## src/rtl/fp_mant_addsub_pipe.sv

```systemverilog
// -----------------------------------------------------------------------------
// fp_mant_addsub_pipe
//
// Two-stage pipelined mantissa adder/subtractor for the FP add/sub datapath.
// Takes the aligned operand mantissas (B already right-shifted, with the
// guard/round/sticky bits that fell off it) and the operand signs. It applies
// the effective operation and returns a sign/magnitude result for the
// normaliser/rounder.
//
// Stage 1 registers the widened operands, the effective operation and the
// magnitude comparison. Stage 2 performs the add or the ordered subtract
// (larger minus smaller, so the magnitude is never negative) and registers
// the result. Every output is driven straight from a flop.
//
// Optional build macro: ADDSUB_LZC_EN
//   When defined, the block also has an `lzc` output. It carries the
//   leading-zero count of {mant, GRS_out}, which is MANT_W+5 for a zero
//   result.
//
// Parameters:
//   MANT_W      stored mantissa width (23 single, 52 double, 10 half)
//
// Ports:
//   clk         clock, rising edge
//   rst_n       asynchronous active-low reset
//   in_valid    operand set valid
//   in_ready    block can accept operands this cycle
//   sub         1 = A-B, 0 = A+B
//   shift_flag  B was right-shifted for alignment (B hidden bit = ~shift_flag)
//   sign_A      sign of A
//   mant_A      stored mantissa of A            [MANT_W]
//   sign_B      sign of B
//   mant_B      aligned mantissa of B           [MANT_W]
//   GRS_in      guard/round/sticky bits of B    [3]
//   out_valid   result valid
//   out_ready   downstream accepts result
//   sign        result sign
//   z_flag      result magnitude is exactly zero
//   mant        {carry, hidden, mantissa}       [MANT_W+2]
//   GRS_out     result guard/round/sticky bits  [3]
//   lzc         leading zeros of {mant,GRS_out} (ADDSUB_LZC_EN only)
// -----------------------------------------------------------------------------
module fp_mant_addsub_pipe #(
    parameter int MANT_W = 23
) (
    input  logic              clk,
    input  logic              rst_n,
    input  logic              in_valid,
    output logic              in_ready,
    input  logic              sub,
    input  logic              shift_flag,
    input  logic              sign_A,
    input  logic [MANT_W-1:0] mant_A,
    input  logic              sign_B,
    input  logic [MANT_W-1:0] mant_B,
    input  logic [2:0]        GRS_in,
    output logic              out_valid,
    input  logic              out_ready,
    output logic              sign,
    output logic              z_flag,
    output logic [MANT_W+1:0] mant,
`ifdef ADDSUB_LZC_EN
    output logic [$clog2(MANT_W+6)-1:0] lzc,
`endif
    output logic [2:0]        GRS_out
);

    localparam int OP_W  = MANT_W + 4;  // {hidden, mantissa, GRS}
    localparam int MAG_W = MANT_W + 5;  // one extra bit for the add carry

    // ------------------------------------------------------------------
    // Handshake
    // ------------------------------------------------------------------
    logic s1_valid_q, s1_valid_d;
    logic s2_valid_q, s2_valid_d;
    logic s2_load;   // stage 2 may take new content this cycle
    logic s1_fire;   // operands accepted into stage 1
    logic s2_fire;   // stage 1 content moves into stage 2

    // Stage 2 can load when it is empty or its result is being drained.
    assign s2_load  = ~s2_valid_q | out_ready;
    // Stage 1 can load when it is empty or its content moves to stage 2.
    assign in_ready = ~s1_valid_q | s2_load;
    assign s1_fire  = in_valid & in_ready;
    assign s2_fire  = s1_valid_q & s2_load;

    assign s1_valid_d = in_ready ? in_valid   : s1_valid_q;
    assign s2_valid_d = s2_load  ? s1_valid_q : s2_valid_q;

    // ------------------------------------------------------------------
    // Stage 1: operand construction and compare
    // ------------------------------------------------------------------
    logic [OP_W-1:0] af_d, bf_d, af_q, bf_q;
    logic            eff_sub_d, eff_sub_q;
    logic            a_ge_b_d, a_ge_b_q;
    logic            sign_a_q;
    logic            sb_d, sb_q;

    assign af_d      = {1'b1, mant_A, 3'b000};
    assign bf_d      = {~shift_flag, mant_B, GRS_in};
    assign eff_sub_d = sign_A ^ sign_B ^ sub;
    assign sb_d      = sign_B ^ sub;
    assign a_ge_b_d  = (af_d >= bf_d);

    // ------------------------------------------------------------------
    // Stage 2: add or ordered subtract
    // ------------------------------------------------------------------
    logic [MAG_W-1:0] mag_d, mag_q;
    logic             sign_d, sign_q;
    logic             z_d, z_q;

    always_comb begin
        mag_d  = '0;
        sign_d = sign_a_q;
        if (!eff_sub_q) begin
            mag_d = {1'b0, af_q} + {1'b0, bf_q};
        end else if (a_ge_b_q) begin
            mag_d = {1'b0, af_q - bf_q};
        end else begin
            mag_d  = {1'b0, bf_q - af_q};
            sign_d = sb_q;
        end
        z_d = (mag_d == '0);
        // An exact cancellation always produces +0.
        if (z_d) begin
            sign_d = 1'b0;
        end
    end

`ifdef ADDSUB_LZC_EN
    localparam int LZC_W = $clog2(MANT_W + 6);
    logic [LZC_W-1:0] lzc_d, lzc_q;

    // Scan upward so the highest set bit determines the count.
    always_comb begin
        lzc_d = LZC_W'(MAG_W);
        for (int i = 0; i < MAG_W; i++) begin
            if (mag_d[i]) begin
                lzc_d = LZC_W'(MAG_W - 1 - i);
            end
        end
    end
`endif

    // ------------------------------------------------------------------
    // Registers
    // ------------------------------------------------------------------
    always_ff @(posedge clk or negedge rst_n) begin
        if (!rst_n) begin
            s1_valid_q <= 1'b0;
            s2_valid_q <= 1'b0;
            af_q       <= '0;
            bf_q       <= '0;
            eff_sub_q  <= 1'b0;
            a_ge_b_q   <= 1'b0;
            sign_a_q   <= 1'b0;
            sb_q       <= 1'b0;
            mag_q      <= '0;
            sign_q     <= 1'b0;
            z_q        <= 1'b0;
`ifdef ADDSUB_LZC_EN
            lzc_q      <= '0;
`endif
        end else begin
            s1_valid_q <= s1_valid_d;
            s2_valid_q <= s2_valid_d;
            if (s1_fire) begin
                af_q      <= af_d;
                bf_q      <= bf_d;
                eff_sub_q <= eff_sub_d;
                a_ge_b_q  <= a_ge_b_d;
                sign_a_q  <= sign_A;
                sb_q      <= sb_d;
            end
            if (s2_fire) begin
                mag_q  <= mag_d;
                sign_q <= sign_d;
                z_q    <= z_d;
`ifdef ADDSUB_LZC_EN
                lzc_q  <= lzc_d;
`endif
            end
        end
    end

    // ------------------------------------------------------------------
    // Outputs
    // ------------------------------------------------------------------
    assign out_valid = s2_valid_q;
    assign sign      = sign_q;
    assign z_flag    = z_q;
    assign mant      = mag_q[MAG_W-1:3];
    assign GRS_out   = mag_q[2:0];
`ifdef ADDSUB_LZC_EN
    assign lzc       = lzc_q;
`endif

endmodule

```

## config.mk

```make
export PLATFORM = sky130hd
export DESIGN_NAME = fp_mant_addsub_pipe
export DESIGN_NICKNAME = d
export VERILOG_FILES = /design/src/rtl/fp_mant_addsub_pipe.sv
export SDC_FILE = /design/constraint.sdc
export NUM_CORES = 1
export LEC_CHECK = 0
export ABC_AREA = 1
export CORE_UTILIZATION = 54
export DETAILED_ROUTE_END_ITERATION = 8
export GPL_ROUTABILITY_DRIVEN = 0
export MAX_ROUTING_LAYER = met4
export PLACE_DENSITY = 0.74
export RECOVER_POWER = 25
export SLEW_MARGIN = 20
export SYNTH_ARGS = -nofsm -noshare
export SYNTH_HDL_FRONTEND = slang
export SYNTH_SLANG_ARGS = --single-unit
```

## constraint.sdc

```tcl
create_clock -name clk -period 4.4 [get_ports clk]
set_clock_uncertainty 0.05 [all_clocks]
set_input_delay 1.1 -clock clk [delete_from_list [all_inputs] [get_ports clk]]
set_output_delay 1.1 -clock clk [all_outputs]
set_load 0.01 [all_outputs]
```

# ---- Word-level counts from Yosys, hierarchy flattened
# Index checks and enable logic that the tools add are counted.
dict set report word_totals {
  ff_bits 87
  latch_bits 0
  ramBits 0
  mem_bits_ro 0
  wordCells 31
  n_memories 0
}
dict set report classes {
  add_sub_neg 3
  mul 0
  div 0
  n_lt_le_gt_ge 1
  n_eq_ne 0
  shifts 0
  mux 5
  n_bitwise 10
  n_reduce_logical 1
}
# op count
set ops {}
lappend ops {{$sub 27x27->27} 2}
lappend ops {{$add 27x27->28} 1}
lappend ops {{$logic_not 28->1} 1}
lappend ops {{$mux 28} 1}
lappend ops {{$ge 27x27->1} 1}
lappend ops {{$mux 27} 1}
lappend ops {{$mux 1} 3}
lappend ops {{$not 1->1} 3}
lappend ops {{$xor 1x1->1} 3}
lappend ops {{$and 1x1->1} 2}
lappend ops {{$or 1x1->1} 2}

# ---- Logic depth before layout (Yosys ltp)
# Gate-level depths: netlist of the first run.
dict set report depth {
  depth_word 5
  depth_mapped 21
  mapped_depth_nobuf 21
}

# ---- Worst setup path before layout of the first run
# OpenSTA, ideal clock, no wires.
dict set report synth_timing {
  path_type {input port to output port}
  start {input port out_ready}
  end {output port in_ready}
  arrival_ps 1284
  required_ps 3250
  path_slack_ps 1966
  stages 2
  path_buffers 0
  cell_sequence {inv_1 -> nand3_1}
}
dict set report synth_between {
  elab_chain_cells 2
}
# item line_no
set synth_lines {}
lappend synth_lines {{start: declaration} 58} ;# input logic out_ready,
lappend synth_lines {{$or 1x1->1} 81} ;# assign s2_load = ~s2_valid_q | out_ready;
lappend synth_lines {{$or 1x1->1} 83} ;# assign in_ready = ~s1_valid_q | s2_load;
lappend synth_lines {{end: declaration} 49} ;# output logic in_ready,
# No other way between the ends.

# ---- Final worst setup path of the first run
# Ends and elaborated chain as after synthesis.

==> results of run 1 <==
==> critical path, cell delays in order <==
cell and delay, ns:
clkdlybuf4s50_1 0.45, inv_1 0.04, nand3_1 0.11, clkdlybuf4s50_1 0.55
==> routing by layer <==
metal,share of wire [%],global-route usage [%],vias up,wire (µm)
li1,-,-,4631,-
met3,8.6,5.29,54,2080
met4,2.7,12.2,0,647
met5,0,-,-,0
met1,46,41.0,4026,11100
met2,43,47.2,334,10400
==> cell type report <==
class / count / share of cell area (%)
tap: 216 / 2.66
timing repair buffer: 92 / 8.92
sequential: 87 / 21.4
clock buffer: 11 / 2.39
multi-input combinational: 1069 / 54.5
inverter: 254 / 9.39
clock inverter: 4 / 0.690
==> state kept, by name (all words and copies together) (netlist names) <==
| signal | count |
|---|---|
| sign | 1 |
| sb_q | 1 |
| eff_sub_q | 1 |
| sign_a_q | 1 |
| s1_valid_q | 1 |
| out_valid | 1 |
| mag_q | 28 |
| bf_q | 27 |
| z_flag | 1 |
| a_ge_b_q | 1 |
| af_q | 24 |
==> worst paths after layout <==
| path | to | slack (ns) | cells past startpoint |
|---|---|---|---|
| worst min-delay path | af_q[26]$_DFFE_PN0P_ | 0.42 | 1 |
| worst min register to register | af_q[26]$_DFFE_PN0P_ | 0.42 | 1 |
| max in group asynchronous | bf_q[24]$_DFFE_PN0P_ | 1.73 | 1 |
| worst max-delay path | in_ready | 0.99 | 4 |
| worst max register to register | sign$_DFFE_PN0P_ | 1.51 | 15 |
| min in group asynchronous | mag_q[0]$_DFFE_PN0P_ | 1.30 | 1 |
==> stage by stage <==
| stage | total power [mW] | setup WS (ns) |
|---|---|---|
| 2_1_floorplan | 2.83 | 1.97 |
| 3_3_place_gp | 3.61 | 0.997 |
| 3_5_place_dp | 3.66 | 0.952 |
| 4_1_cts | 4.49 | 0.984 |
| 5_1_grt | 4.90 | 0.919 |
| 6_report | 4.52 | 0.991 |
==> logic make-up after synthesis <==
family / count (synthesis) / share of synthesized area [%]
DFF: 87 / 24.5
muxes: 1 / 0.113
xor gates and xnor gates: 3 / 0.296
and+or+nand+nor: 789 / 37.2
buffers and inverters: 296 / 13.2
adders and majority gates: 98 / 14.0
AOI/OAI and AO/OA: 178 / 10.7
==> power by group <==
group | leakage [nW] | internal [mW] | switching [mW]
combinational | 4.34 | 0.914 | 1.64
sequential | 1.05 | 1.00 | 0.150
clock | 0.155 | 0.508 | 0.311
==> cells in the final DEF, fill, tap and decap left out, types with 6 or more instances in the layout <==
| cell type | count |
|---|---|
| nand2_2 | 19 |
| a31oi_1 | 6 |
| nand2_1 | 509 |
| dfrtp_1 | 87 |
| o21bai_1 | 6 |
| inv_2 | 10 |
| nand4_1 | 29 |
| clkdlybuf4s50_1 | 87 |
| nor2_1 | 109 |
| nand3_1 | 88 |
| a21oi_1 | 54 |
| o21ai_0 | 94 |
| nor3_1 | 11 |
| inv_1 | 242 |
| nor2_2 | 9 |
| clkbuf_16 | 9 |
| ha_1 | 96 |
==> impl_results.md, run 1 <==
* Post-synth top area share at 24.5%
* Asr flop ratio synth at 100%
* Area of the multi-input gates at 5540 µm²
* Util after Layout at 63.7%
* Layout cell share with drive strength beyond 1 at 4.55%
* Clock sinks at 87
* DIE HEIGHT at 130 µm
* Fmax at 293 MHz
* Via count at 9045
* RSZ-0062 raised after global routing: false
* Avg Inst Size Synth at 6.12 µm²
* Status: finished with violations
* Area grow syn2layout at 14.4%
* Largest net degree at the start of global routing at 88
* H-tree Lvls at 3
* Initial antenna violation count at 0
* Primary FF master, synth: dfrtp_1
* Ranking of synthesized cells by area: dfrtp_1 (25%), nand2_1 (22%), ha_1 (14%), inv_1 (10%), o21ai_0 (5.3%)
* Tcrit/Tclk final at 77.5%
* P per Cell Area at 445 nW/µm²
* Min Hold Slack at 0.424 ns
* Fill count at 1597
* Die ar. at 17000 µm²
* Critical Path RT at 3.25 ns
* FF+latch area at 2180 µm²
* Post-detail-place hpwl at 19500 µm
* HP Start: af_q[26]$_DFFE_PN0P_
* DP Area at 9850 µm²
* CTS root buffer: clkbuf_16
* Synthesized area at 8880 µm²
* Startpoint types: input pin
* Clock Latency Late Sink at 0.36 ns
* Initial core utilization at 55.7%
* Fin cells at 1733
* Peak VDD IR at 0.228 mV
* Yosys top cell by area: dfrtp_1
* Static Leak at 5.55 nW
* DR iter-0 viols at 814
* Mapped Nets at 1607
* Max-cap violations at 1
* Most common cell in the netlist: nand2_1
* Core box area at 15900 µm²
* Post-CTS Setup Inserts at 0
* Critical path capture point type: primary output
* Yosys warns at 0
* CTS tree: done
* WL final at 24200 µm
* Drt wl/cell at 14.0 µm
* Finished Cell Area at 10200 µm²
* Gate count of the mapped netlist at 1452
* Fin crit period at 3.41 ns
* PostCTS Resize Cnt at 0
* Rel. slew slack at -41.3%
* Row count at 46
* Tot GR Track Use at 31.1%
* Setup TNS at 0 ns
* Fin. Hold Viols at 0
* DR vias/cell at 5.22
* Synth cell count leaders: nand2_1 (510), inv_1 (242), nor2_1 (109)
* Critical path fanouts, max at 3
* Launching point of the worst reg2reg path: a_ge_b_q$_DFFE_PN0P_
* Synth cell types at 39
* # diodes at 0
* # setup viols final at 0
* Die W at 130 µm
* First-pass GRT wire length at 39300 µm
* Global route total overflow at 0
* Worst-case clock buffer depth at 2
* Tightest Hold Check Type: register to register
* #FFs+latches synth at 87
* Worst Tran Pin Value at 2.12 ns
* Setup crit start: out_ready
* Num CTS Buffers at 9
* CP Class: input pin to primary output
* Post-synthesis sequential area ratio at 24.5%
* Pre-Repair DR Iteration Count at 6
* Final ANT Viol Nets at 0
* CP arrival at 2.26 ns
* Clk pin slew, worst setup/hold paths at 0.06 ns
* Cts hold-fix bufs at 0
* Failing checks: max-capacitance violations, max-slew violations
* Number of global-route vias before repair at 8207
* Placed cells at 1718
* EDFF count, synth at 0
* Max Slew Vio Count at 88
* IO buf count at 88
* Final nets at 1668
* Io pins at 89
* Drt drc at 0
Power figures use the tool's default switching activity.
==> inputs of run 2 (changes only) <==
Clock period 4.4 ns to 3.2 ns, I/O delays scaled along.
==> run 2 against run 1 <==
Against the previous run: the run now ends clean; critical endpoint is now sign$_DFFE_PN0P_; combinational power is 40% higher; sequential power rose by 37%; first-iteration DRC count fell by 16%; largest power group unchanged; clock-buffer cell count fell by 1; worst hold slack gained 0.0035 ns.
==> impl_results.md, run 2 (synthesis gave the netlist of run 1 again) <==
* Status: complete, no violations
* Peak VDD IR at 0.324 mV
* Pre-Repair DR Iteration Count at 6
* Setup TNS at 0 ns
* Drt wl/cell at 14.3 µm
* Via count at 9335
* Dpl ws at 0.335 ns
* Crit path top cell by count: nand2_1
* Worst-case clock buffer depth at 2
* IO buf count at 88
* Die W at 130 µm
* CP arrival at 3.00 ns
* Area grow syn2layout at 15.0%
* WL final at 24900 µm
* PostCTS Resize Cnt at 0
* Number of global-route vias before repair at 8543
* Critical path capture point type: register
* Startpoint types: register
* DR iter-0 viols at 684
* Die ar. at 17000 µm²
* Fin cells at 1744
* Tot GR Track Use at 31.9%
* CP Cell Sequence: inv_1, ha_1, inv_1, a21oi_1, o21ai_1, nand2_2, nand3_2, nand2_1, nand2_1, nand2_1, nand3_1, nand2_1, inv_1, nor2_1, nand3_1, o21bai_1, nand2_1
* DR vias/cell at 5.35
* Worst Hold Depth at 1
* Layout cell share with drive strength beyond 1 at 5.24%
* Num CTS Buffers at 9
* Rel. slew slack at 26.7%
* Fin. Hold Viols at 0
* Worst path slowest cell: ha_1
* Io pins at 89
* Cts hold-fix bufs at 0
* CTS root buffer: clkbuf_16
* CTS tree: done
* Final ANT Viol Nets at 0
* Worst Tran Pin Value at 1.10 ns
* First-pass GRT wire length at 40500 µm
* # diodes at 0
* Fmax at 356 MHz
* Core box area at 15900 µm²
* Commonest non-fill, non-tap cell in the layout: nand2_1
* R2R cell count at 17
* Static Leak at 5.59 nW
* Clk pin slew, worst setup/hold paths at 0.06 ns
* CP Class: register to register
* P per Cell Area at 604 nW/µm²
* Placed cells at 1729
* Largest reg by FF count: mag_q
* Max Slew Vio Count at 0
* Clock sinks at 87
* Max FFs per register at 28
* Fin crit period at 2.81 ns
* Final nets at 1679
* Commonest cells after routing, fill and taps aside: nand2_1 (509), inv_1 (242), nor2_1 (109)
* CP peak stage delay at 0.46 ns
* H-tree Lvls at 3
* RSZ-0062 raised after global routing: false
* Global route total overflow at 0
* Initial core utilization at 55.7%
* Largest net degree at the start of global routing at 57
* Biggest regs: mag_q (28), bf_q (27), af_q (24)
* Drt drc at 0
* Initial antenna violation count at 0
* # setup viols final at 0
* Final WS setup at 0.390 ns
* Post-CTS Setup Inserts at 0
* Post-detail-place hpwl at 20500 µm
* Tightest Hold Check Type: register to register
* Row count at 46
* DIE HEIGHT at 130 µm
* Critical Path RT at 3.39 ns
* Max-cap violations at 0
* Critical path fanouts, max at 8
* Clock Latency Late Sink at 0.35 ns
* Tcrit/Tclk final at 87.8%
## run 2: path summary, 6_finish.rpt
path                                      startpoint                   end  slack [ns]
worst max-delay path             af_q[8]$_DFFE_PN0P_      sign$_DFFE_PN0P_        0.39
max in group asynchronous                      rst_n  bf_q[17]$_DFFE_PN0P_        0.86
worst min register to register  af_q[26]$_DFFE_PN0P_  af_q[26]$_DFFE_PN0P_        0.43
worst min-delay path            af_q[26]$_DFFE_PN0P_  af_q[26]$_DFFE_PN0P_        0.43
min in group asynchronous                      rst_n  mag_q[3]$_DFFE_PN0P_        0.59
worst max register to register   af_q[8]$_DFFE_PN0P_      sign$_DFFE_PN0P_        0.39
## run 2: critical path, delay by kind of cell, from the launching register on
kind | cells | cell delay, ns
AO/OA/AOI/OAI | 3 | 0.65
adder cells (fa/ha/maj) | 1 | 0.46
buffers and inverters | 3 | 0.23
flip-flops | 1 | 0.38
AND/OR/NAND/NOR | 10 | 0.94
## run 2: area by class of cell
class | count | area, µm²
tap | 216 | 270
timing repair buffer | 103 | 998
multi-input combinational | 1069 | 5540
sequential | 87 | 2180
clock buffer | 10 | 229
inverter | 254 | 953
clock inverter | 5 | 50.0
fill | 1582 | 5730
## run 2: stage by stage
stage / utilization (%) / instance area (µm²) / hold WS (ns) / power (mW)
2_1_floorplan: - / 8880 / 0.397 / 3.89
3_3_place_gp: 62.4 / 9950 / 0.411 / 5.01
3_5_place_dp: 62.4 / 9950 / 0.416 / 5.08
4_1_cts: 64.2 / 10200 / 0.406 / 6.12
5_1_grt: 64.1 / 10200 / 0.455 / 6.68
6_report: 64.1 / 10200 / 0.427 / 6.17
## run 2: routing by layer
| layer | routed length [µm] | GRT usage (%) | up-vias |
|---|---|---|---|
| met5 | 0 | - | - |
| met3 | 2300 | 4.96 | 79 |
| met1 | 11300 | 42.4 | 4183 |
| met4 | 958 | 14.4 | 0 |
| li1 | - | - | 4653 |
| met2 | 10400 | 47.5 | 420 |
## run 2: report_power, final
part	switching [mW]	total [mW]	internal, mW
Sequential	0.200	1.58	1.38
Combinational	2.28	3.56	1.28
Clock	0.433	1.03	0.595
==> inputs of run 3 (changes only) <==
Settings changed: CORE_UTILIZATION 54 to 30, PLACE_DENSITY 0.74 to 0.45.
==> run 3 against run 2 <==
Against the previous run: cell count increased by 9.9%; die area increased by 79%; sequential power about the same; final area increased by 2.8%; register-to-register slack got worse by 0.06 ns; clock-buffer cell count unchanged; worst hold slack improved by 0.0032 ns; total power increased by 3.8%; first-iteration DRC count decreased by 11%; utilization decreased by 28 points; critical path type is now input pin to primary output; largest cell class unchanged.
==> impl_results.md, run 3 (synthesis gave the netlist of run 1 again) <==
* Startpoint types: input pin
* # setup viols final at 0
* First-pass GRT wire length at 46500 µm
* Global route total overflow at 0
* CP arrival at 2.06 ns
* PostCTS Resize Cnt at 0
* Clock sinks at 87
* Placed cells at 1901
* Worst setup slack for register-to-register paths at 0.33 ns
* Fmax at 343 MHz
* Fin cells at 1917
* Num CTS Buffers at 9
* Final nets at 1683
* Drt drc at 0
* Fill count at 3236
* Clk pin slew, worst setup/hold paths at 0.07 ns
* Crit path to: in_ready
* DR vias/cell at 4.69
* Final WS setup at 0.288 ns
* Largest net degree at the start of global routing at 53
* Pre-Repair DR Iteration Count at 5
* WL final at 28900 µm
* Commonest non-fill, non-tap cell in the layout: nand2_1
* Status: complete, no violations
* FF+latch area at 2180 µm²
* DR iter-0 viols at 610
* Critical Path RT at 2.35 ns
* RSZ-0062 raised after global routing: false
* Critical path capture point type: primary output
* Cts hold-fix bufs at 0
* R2R cell count at 17
* Max-cap violations at 0
* P per Cell Area at 610 nW/µm²
* Initial core utilization at 30.7%
* Drt wl/cell at 15.1 µm
* Area grow syn2layout at 18.3%
* Fin. Hold Viols at 0
* Clock Latency Late Sink at 0.37 ns
* Tcrit/Tclk final at 91.0%
* Row count at 62
* Post-CTS Setup Inserts at 0
* IO buf count at 88
* CP Class: input pin to primary output
* Biggest regs: mag_q (28), bf_q (27), af_q (24)
* Peak VDD IR at 0.235 mV
* Layout cell share with drive strength beyond 1 at 5.68%
* Die ar. at 30300 µm²
* Area of the multi-input gates at 5540 µm²
* Via count at 8984
* Post-detail-place hpwl at 24100 µm
* FF-to-FF End: sign$_DFFE_PN0P_
* CTS tree: done
* Rel. slew slack at 19.2%
* Final ANT Viol Nets at 0
* Tot GR Track Use at 20.1%
* Worst-case clock buffer depth at 2
* Largest reg by FF count: mag_q
* HP Start: mag_q[14]$_DFFE_PN0P_
* # diodes at 0
* Core box area at 28900 µm²
* Initial antenna violation count at 0
* Launching point of the worst reg2reg path: af_q[8]$_DFFE_PN0P_
* CTS root buffer: clkbuf_16
* Setup crit start: out_ready
* Setup TNS at 0 ns
* Static Leak at 5.63 nW
* Dpl ws at 0.247 ns
* Die W at 174 µm
* Fin crit period at 2.91 ns
* Tightest Hold Check Type: register to register
* Number of global-route vias before repair at 8607
* Commonest cells after routing, fill and taps aside: nand2_1 (509), inv_1 (242), nor2_1 (109)
* Max FFs per register at 28
* Worst Tran Pin Value at 1.21 ns
* Power, Total at 6.40 mW
* Critical path fanouts, max at 3
* DIE HEIGHT at 174 µm
* Io pins at 89
* Max Slew Vio Count at 0
* H-tree Lvls at 3
==> run 3: cell types whose count changed in the layout (fill, tap and decap cells not counted) <==
| cell | previous run | this run |
|---|---|---|
| a21oi_2 | 3 | 4 |
| inv_6 | 0 | 4 |
| clkbuf_1 | 1 | 0 |
| a21oi_1 | 54 | 53 |
| buf_12 | 1 | 2 |
| clkbuf_8 | 0 | 1 |
| clkinv_2 | 4 | 0 |
| buf_4 | 13 | 16 |
| clkinv_4 | 0 | 1 |
==> run 3: how the worst min path moves through the flow <==
stage / to / slack (ns) / cells past startpoint
2_1_floorplan: af_q[26]$_DFFE_PN0P_ / 0.40 / 1
3_3_place_gp: af_q[26]$_DFFE_PN0P_ / 0.41 / 1
3_5_place_dp: af_q[26]$_DFFE_PN0P_ / 0.42 / 1
4_1_cts: out_valid$_DFFE_PN0P_ / 0.39 / 1
5_1_grt: mag_q[25]$_DFFE_PN0P_ / 0.46 / 2
6_report: mag_q[14]$_DFFE_PN0P_ / 0.43 / 2
==> run 3: worst max-delay path, stage by stage <==
cell and delay (ns):
clkdlybuf4s50_1 0.45, inv_1 0.05, nand3_1 0.18, clkdlybuf4s50_1 0.58
==> run 3: cell type report <==
| cell class | count | share of cell area, % |
|---|---|---|
| multi-input cells | 1069 | 52.7 |
| clock buffers | 10 | 2.27 |
| well taps | 384 | 4.57 |
| inverters | 254 | 9.08 |
| repair buffers | 107 | 9.91 |
| clock inverters | 6 | 0.703 |
| flip-flops and latches | 87 | 20.7 |
==> run 3: metal layers <==
metal	routed length [µm]	vias to the layer above	share of wire, %	GRT usage, %
met2	12300	209	43	30.4
met1	14700	4097	51	28.6
met3	1430	22	5.0	2.08
met4	452	0	1.6	4.86
li1	-	4656	-	-
met5	0	-	0	-
==> run 3: power by group <==
group | leakage (nW) | switching, mW | internal, mW
Combinational | 4.42 | 2.37 | 1.30
Sequential | 1.05 | 0.199 | 1.38
Clock | 0.154 | 0.519 | 0.640
==> run 3: per-stage QoR <==
step           util, %  hold WS, ns  cell area [µm²]
3_3_place_gp      35.3        0.413            10200
2_1_floorplan        -        0.397             8880
6_report          36.3        0.431            10500
5_1_grt           36.3        0.462            10500
4_1_cts           36.4        0.389            10500
3_5_place_dp      35.3        0.420            10200
